`config.mk`:
```
export PLATFORM = sky130hd
export DESIGN_NAME = serial_add_unit
export DESIGN_NICKNAME = d
export VERILOG_FILES = /design/src/rtl/serial_add_unit_pkg.sv /design/src/rtl/serial_add_unit_full_adder.sv /design/src/rtl/serial_add_unit.sv
export SDC_FILE = /design/constraint.sdc
export NUM_CORES = 1
export LEC_CHECK = 0
export ABC_CLOCK_PERIOD_IN_PS = 3600
export CORE_UTILIZATION = 35
export DETAILED_ROUTE_END_ITERATION = 16
export HOLD_SLACK_MARGIN = 0.15
export SLEW_MARGIN = 5
export SYNTH_ARGS = -nofsm -noshare
export SYNTH_HDL_FRONTEND = slang
export SYNTH_HIERARCHICAL = 1
export SYNTH_SLANG_ARGS = --single-unit
```
`constraint.sdc`:
```
create_clock -name clk -period 3.6 [get_ports clk]
set_input_delay 0.54 -clock clk [delete_from_list [all_inputs] [get_ports clk]]
set_output_delay 0.54 -clock clk [all_outputs]
set_load 0.005 [all_outputs]
```
`src/rtl/serial_add_unit_pkg.sv`:
```
// Shared definitions for the bit-serial adder/subtractor.
package serial_add_unit_pkg;

  localparam int unsigned DEFAULT_WIDTH = 32;

  typedef enum logic [1:0] {
    IDLE = 2'd0,
    RUN  = 2'd1,
    DONE = 2'd2
  } state_t;

endpackage

```
`src/rtl/serial_add_unit_full_adder.sv`:
```
// One-bit full adder cell used as the serial bit slice.
module FullAdder (
  input  logic a,
  input  logic b,
  input  logic cin,
  output logic sum,
  output logic cout
);

  // Plain sum and majority carry.
  always_comb begin
    sum  = a ^ b ^ cin;
    cout = (a & b) | (a & cin) | (b & cin);
  end

endmodule

```
`src/rtl/serial_add_unit.sv`:
```
// Bit-serial add/subtract unit: one result bit per clock, LSB first.
// Subtraction is a + ~b + 1, realised by inverting b at capture and
// seeding the carry flop with 1.
module serial_add_unit
  import serial_add_unit_pkg::*;
#(
  parameter int unsigned WIDTH = DEFAULT_WIDTH
) (
  input  logic             clk,
  input  logic             rst,
  input  logic             start,
  input  logic             sub,
  input  logic [WIDTH-1:0] a,
  input  logic [WIDTH-1:0] b,
  output logic             busy,
  output logic             done,
  output logic [WIDTH-1:0] result,
  output logic             cout,
  output logic             ovf,
  output logic             zero
);

  localparam int unsigned CW = $clog2(WIDTH) + 1;

  state_t           state;
  state_t           state_next;
  logic [WIDTH-1:0] op_a;
  logic [WIDTH-1:0] op_b;
  logic [WIDTH-1:0] res;
  logic             carry;
  logic [CW-1:0]    cnt;
  logic             nonzero;
  logic             ovf_q;
  logic             zero_q;
  logic             fa_sum;
  logic             fa_cout;
  logic             last_bit;
  logic             accept;

  FullAdder u_slice (
    .a    (op_a[0]),
    .b    (op_b[0]),
    .cin  (carry),
    .sum  (fa_sum),
    .cout (fa_cout)
  );

  assign last_bit = (cnt == CW'(WIDTH - 1));
  assign accept   = start && ((state == IDLE) || (state == DONE));

  // State register.
  always_ff @(posedge clk) begin
    if (rst) begin
      state <= IDLE;
    end else begin
      state <= state_next;
    end
  end

  // Next-state selection; DONE may chain straight into RUN.
  always_comb begin
    state_next = state;
    unique case (state)
      IDLE:    if (start)    state_next = RUN;
      RUN:     if (last_bit) state_next = DONE;
      DONE:    state_next = start ? RUN : IDLE;
      default: state_next = IDLE;
    endcase
  end

  // Operand capture, serial bit processing and flag capture on the final bit.
  always_ff @(posedge clk) begin
    if (rst) begin
      op_a    <= '0;
      op_b    <= '0;
      res     <= '0;
      carry   <= 1'b0;
      cnt     <= '0;
      nonzero <= 1'b0;
      ovf_q   <= 1'b0;
      zero_q  <= 1'b0;
    end else if (accept) begin
      op_a    <= a;
      op_b    <= b ^ {WIDTH{sub}};
      carry   <= sub;
      cnt     <= '0;
      nonzero <= 1'b0;
    end else if (state == RUN) begin
      op_a    <= op_a >> 1;
      op_b    <= op_b >> 1;
      res     <= {fa_sum, res[WIDTH-1:1]};
      carry   <= fa_cout;
      cnt     <= cnt + CW'(1);
      nonzero <= nonzero | fa_sum;
      if (last_bit) begin
        // carry still holds the carry into the MSB at this point
        ovf_q  <= carry ^ fa_cout;
        zero_q <= ~(nonzero | fa_sum);
      end
    end
  end

  assign busy   = (state == RUN);
  assign done   = (state == DONE);
  assign result = res;
  assign cout   = carry;
  assign ovf    = ovf_q;
  assign zero   = zero_q;

endmodule

```
==> results of run 1 <==
## area by class of cell
cell class	instances	area [um2]	area share, %
clock buffer	12	256	4.37
clock inverter	4	47.5	0.810
inverter	3	12.5	0.213
multi-input combinational	365	2100	35.8
sequential	108	2160	36.8
tap	172	215	3.67
timing repair buffer	109	1070	18.3
## worst max path at each step
stage                         from  endpoint  slack (ns)  cells after the start
after CTS                 state[0]      busy        1.10                      3
after detailed placement     start  op_a[27]        1.13                      5
after floorplan                sub   op_b[3]        2.21                      5
after global placement       start  op_a[20]        1.19                      5
after global routing      state[0]      busy        1.02                      3
final                     state[0]      busy        1.13                      3
## power groups by stage
stage,Combinational [mW],Clock [mW],Sequential (mW)
2_1_floorplan,0.233,0,1.31
3_3_place_gp,0.338,0,1.31
3_5_place_dp,0.344,0,1.31
4_1_cts,0.345,1.02,1.29
5_1_grt,0.379,1.09,1.29
6_report,0.341,0.998,1.29
## synthesized netlist by cell type, drive strengths merged
cell / number
dfxtp: 108
a21oi: 101
nand2: 73
nand3: 68
a22oi: 63
buf: 39
xor2: 33
clkbuf: 13
nor2: 4
inv: 3
nor2b: 3
mux2i: 2
nand2b: 2
nor3: 2
o21ai: 2
or3: 2
xnor2: 2
a31oi: 1
and4b: 1
fa: 1
ha: 1
mux2: 1
nand3b: 1
o31ai: 1
or4: 1
## critical path, cell delays in order (launching register included)
cell and delay (ns):
dfxtp_1 0.49, nand2b_4 0.08, clkinv_2 0.37, clkdlybuf4s50_1 0.64
## flip-flops by register name, summed over array words and instances (netlist names)
| name | flops |
|---|---|
| cout | 1 |
| zero | 1 |
| nonzero | 1 |
| result | 32 |
| state | 2 |
| cnt | 6 |
| op_b | 32 |
| op_a | 32 |
| ovf | 1 |
## per-layer routing
metal  global-route usage [%]  wire length (um)
met1                     21.6              4920
met2                     26.2              4980
met3                     3.40               541
met4                     5.64               136
met5                        0                 0
## cells by family (layout without fill, tap and decap cells)
logic type                 Yosys count  after routing  synth area share (%)
DFF                                108            108                  47.6
AOI/OAI and AO/OA                  168            168                  22.0
and+or+nand+nor                    157            157                  15.7
buffers and inverters               55            128                  6.58
xor gates and xnor gates            35             35                  6.74
adders and majority gates            2              2                 0.715
muxes                                3              3                 0.688
==> results_dict.tcl, run 1 <==
set metrics [dict create \
    avgViaCountPerCell 5.16 \
    synth_top_area_cell "dfxtp_1" \
    cts_root_buf "clkbuf_16" \
    p_int_mw 1.98 \
    synth_top_area_share_pct 47.6 \
    grt_overflow_total 0 \
    setup_violations 0 \
    hold_depth 2 \
    grt_max_degree 103 \
    core_um2 12600 \
    yosys_warnings 6 \
    cp.required_ns 3.06 \
    final_area_um2 5870 \
    ys_seq_area_share_pct 47.6 \
    placed_area_um2 5560 \
    cts_setup_buffers 0 \
    dr.pass1.iters 5 \
    io_buffers 104 \
    min_period_ns 2.47 \
    layout_common_cells "dfxtp_1, clkdlybuf4s50_1, a21oi_1, nand2_1, nand3_1" \
    hp-class "reg -> reg" \
    crit_fanout 38 \
    status "complete, no violations" \
    synthTopCellsByArea "dfxtp_1, a21oi_1, a22oi_1" \
    postRouteAntennaNets 0 \
    instances_no_fill 773 \
    period_share_pct 68.5 \
    slew-limit-headroom_pct 29.3 \
    io_pins 105 \
    rows 41 \
    p_leak_nw 2.01 \
    place_inst 757 \
    routedWlPerCell_um 13.7 \
    drc_errors 0 \
    dp_slack_ns 1.13 \
    gp_routability_congestion 0.726 \
    antenna_found_initial 0 \
    pwr-share-seq_pct 49.0 \
    critPathLaunchType "flip-flop" \
    cts_tree "yes" \
    end_kind "output pin" \
    fmaxAchievable_mhz 405 \
    syn_inst 528 \
    die_h_um 116 \
    whs_ns 0.460 \
    reg2reg_slack_ns 1.50 \
    nets 666 \
    p_switching_mw 0.647 \
    grt_pass1_wl_um 17300 \
    dp_hpwl_um 6410 \
    power.share.clock_pct 38.0 \
    final_core_util_pct 46.5 \
    final_common_cell "dfxtp_1" \
    syn_nets 598 \
    setup_tns_ns 0 \
    finalClockSkew_ns 0.00754 \
    cts_resized 0 \
    clk_pin_slew_ns 0.06 \
    hold_buffers 0 \
    reg2reg_to "op_a[18]" \
    reg2reg_depth 4 \
    max_slew.worst_pin.slew_ns 1.06 \
    p_comb_share_pct 13.0 \
    die_w_um 116 \
    ys_types 28 \
    ir_worst_vdd_mv 0.191 \
    hold_end "result[0]" \
    initial_core_util_pct 36.0 \
    clockBufferDepth 2 \
    grt_use_total_pct 16.3 \
    p_sw_share_pct 24.6 \
    clkLatencyLatePin_ns 0.35 \
    diodes 0 \
    area_delta_synth_final_pct 29.1 \
    worstPathArrival_ns 1.93 \
    syn_area_um2 4550 \
    path_class "reg -> out" \
    cts_buffers 9 \
    hold_violations 0 \
    finalPower_mw 2.63 \
    grt_pass1_vias 3562 \
    layout_setup_ws_ns 1.13 \
    drv_slew 0 \
    reg2reg_from "state[0]" \
    layout-drive-gt1-share_pct 4.66 \
    vias 3989 \
    synth.avg_cell_area_um2 8.61 \
    worst_hold_startpoint "result[0]" \
    rsz0062_at_grt "no" \
    wl_um 10600 \
    drt_iter0_drc 389 \
    maxCapViolCount 0 \
    htree_num_levels 3 \
    n_fill_cell 1268 \
    clock_sinks 108 \
    powerDensity_nw_per_um2 448 \
    dieArea_um2 13500 \
    ys_ff_latch 108 \
]
No activity file was read; power rests on OpenSTA's default activity.
==> run 2: changes to the inputs <==
Settings changed: ABC_CLOCK_PERIOD_IN_PS 3600 to 2500.
Clock period 3.6 ns to 2.5 ns, I/O delays scaled along.
==> run 2 against run 1 <==
Compared with the run above:
- combinational power grew 50%
- highest routed layer unchanged
- critical endpoint unchanged
- cell count grew 0.26%
- routed wire length is 0.33% higher
- sequential power rose by 43%
- count of clock-buffer cells in the layout fell by 1
- sequential share of layout area fell by 0.48 points
- largest cell class unchanged
- register-to-register slack worse by 0.91 ns
- power is 45% higher
==> results_dict.tcl, run 2 (synthesis results as in run 1) <==
set metrics [dict create \
    dr.pass1.iters 5 \
    clock_sinks 108 \
    antenna_found_initial 0 \
    rows 41 \
    diodes 0 \
    nets 668 \
    wl_um 10600 \
    worstPathArrival_ns 1.67 \
    hold_violations 0 \
    drc_errors 0 \
    end_kind "output pin" \
    die_w_um 116 \
    p_leak_nw 2.03 \
    ir_worst_vdd_mv 0.334 \
    maxCapViolCount 0 \
    dp_hpwl_um 6590 \
    rsz0062_at_grt "no" \
    core_um2 12600 \
    finalClockSkew_ns 0.00819 \
    layout_setup_ws_ns 0.454 \
    powerDensity_nw_per_um2 640 \
    setup_violations 0 \
    period_share_pct 81.8 \
    slew-limit-headroom_pct 42.8 \
    grt_pass1_wl_um 17100 \
    drt_iter0_drc 352 \
    layout-drive-gt1-share_pct 4.98 \
    whs_ns 0.453 \
    gp_routability_congestion 0.738 \
    drv_slew 0 \
    cts_setup_buffers 0 \
    cts_root_buf "clkbuf_16" \
    vias 4042 \
    status "complete, no violations" \
    max_slew.worst_pin.slew_ns 0.858 \
    cp.required_ns 2.12 \
    dp_slack_ns 0.519 \
    cts_buffers 9 \
    min_period_ns 2.05 \
    place_inst 759 \
    grt_pass1_vias 3564 \
    crit_start "state[0]" \
    path_class "reg -> out" \
    crit_chain "nand2b_4, clkinv_2, clkdlybuf4s50_1" \
    worst_path_max_delay_cell "clkdlybuf4s50_1" \
    dieArea_um2 13500 \
    fmaxAchievable_mhz 489 \
    cts_resized 0 \
    layout_common_cells "dfxtp_1, clkdlybuf4s50_1, a21oi_1, nand2_1, nand3_1" \
    final_core_util_pct 47.1 \
    reg2reg_depth 5 \
    final_common_cell "dfxtp_1" \
    critPathLaunchType "flip-flop" \
    grt_max_degree 101 \
    worst_hold_startpoint "rst" \
    instances_no_fill 775 \
    io_buffers 104 \
    grt_overflow_total 0 \
    htree_num_levels 3 \
    io_pins 105 \
    cp.buffers_inverters 2 \
    reg2reg_from "state[0]" \
    die_h_um 116 \
    routedWlPerCell_um 13.7 \
    initial_core_util_pct 36.0 \
    cts_tree "yes" \
    clkLatencyLatePin_ns 0.35 \
    setup_tns_ns 0 \
    path_depth 3 \
    crit_fanout 22 \
    cpPeakStageDelay_ns 0.52 \
    hold_buffers 0 \
    cp_top_family "buffers and inverters" \
    postRouteAntennaNets 0 \
    grt_use_total_pct 15.8 \
    area_delta_synth_final_pct 30.8 \
    hp-class "in -> reg" \
    clockBufferDepth 2 \
    hold_depth 2 \
    final_area_um2 5950 \
    clk_pin_slew_ns 0.07 \
    placed_area_um2 5640 \
    avgViaCountPerCell 5.22 \
    finalPower_mw 3.81 \
]
-- run 2: final timing paths --
kind                                   to  slack (ns)
worst max-delay path                 busy        0.45
worst min register to register  result[0]        0.46
worst max register to register       zero        0.59
worst min-delay path             state[1]        0.45
-- run 2: cell type report --
| type | count | area, um2 |
|---|---|---|
| tap | 172 | 215 |
| multi-input combinational | 365 | 2100 |
| timing repair buffer | 111 | 1150 |
| sequential | 108 | 2160 |
| clock inverter | 5 | 61.3 |
| clock buffer | 11 | 243 |
| fill | 1231 | 6670 |
| inverter | 3 | 12.5 |
-- run 2: report_power, final --
group	leakage (nW)	internal (mW)	switching, mW
sequential	0.881	1.81	0.0480
combinational	1.01	0.234	0.277
clock	0.138	0.806	0.636
-- run 2: layer usage --
layer,vias up,track usage [%],wire [um]
met4,0,4.62,124
met5,-,0,0
met2,130,26.2,5100
met1,1897,20.7,4800
met3,14,3.40,578
li1,2001,-,-
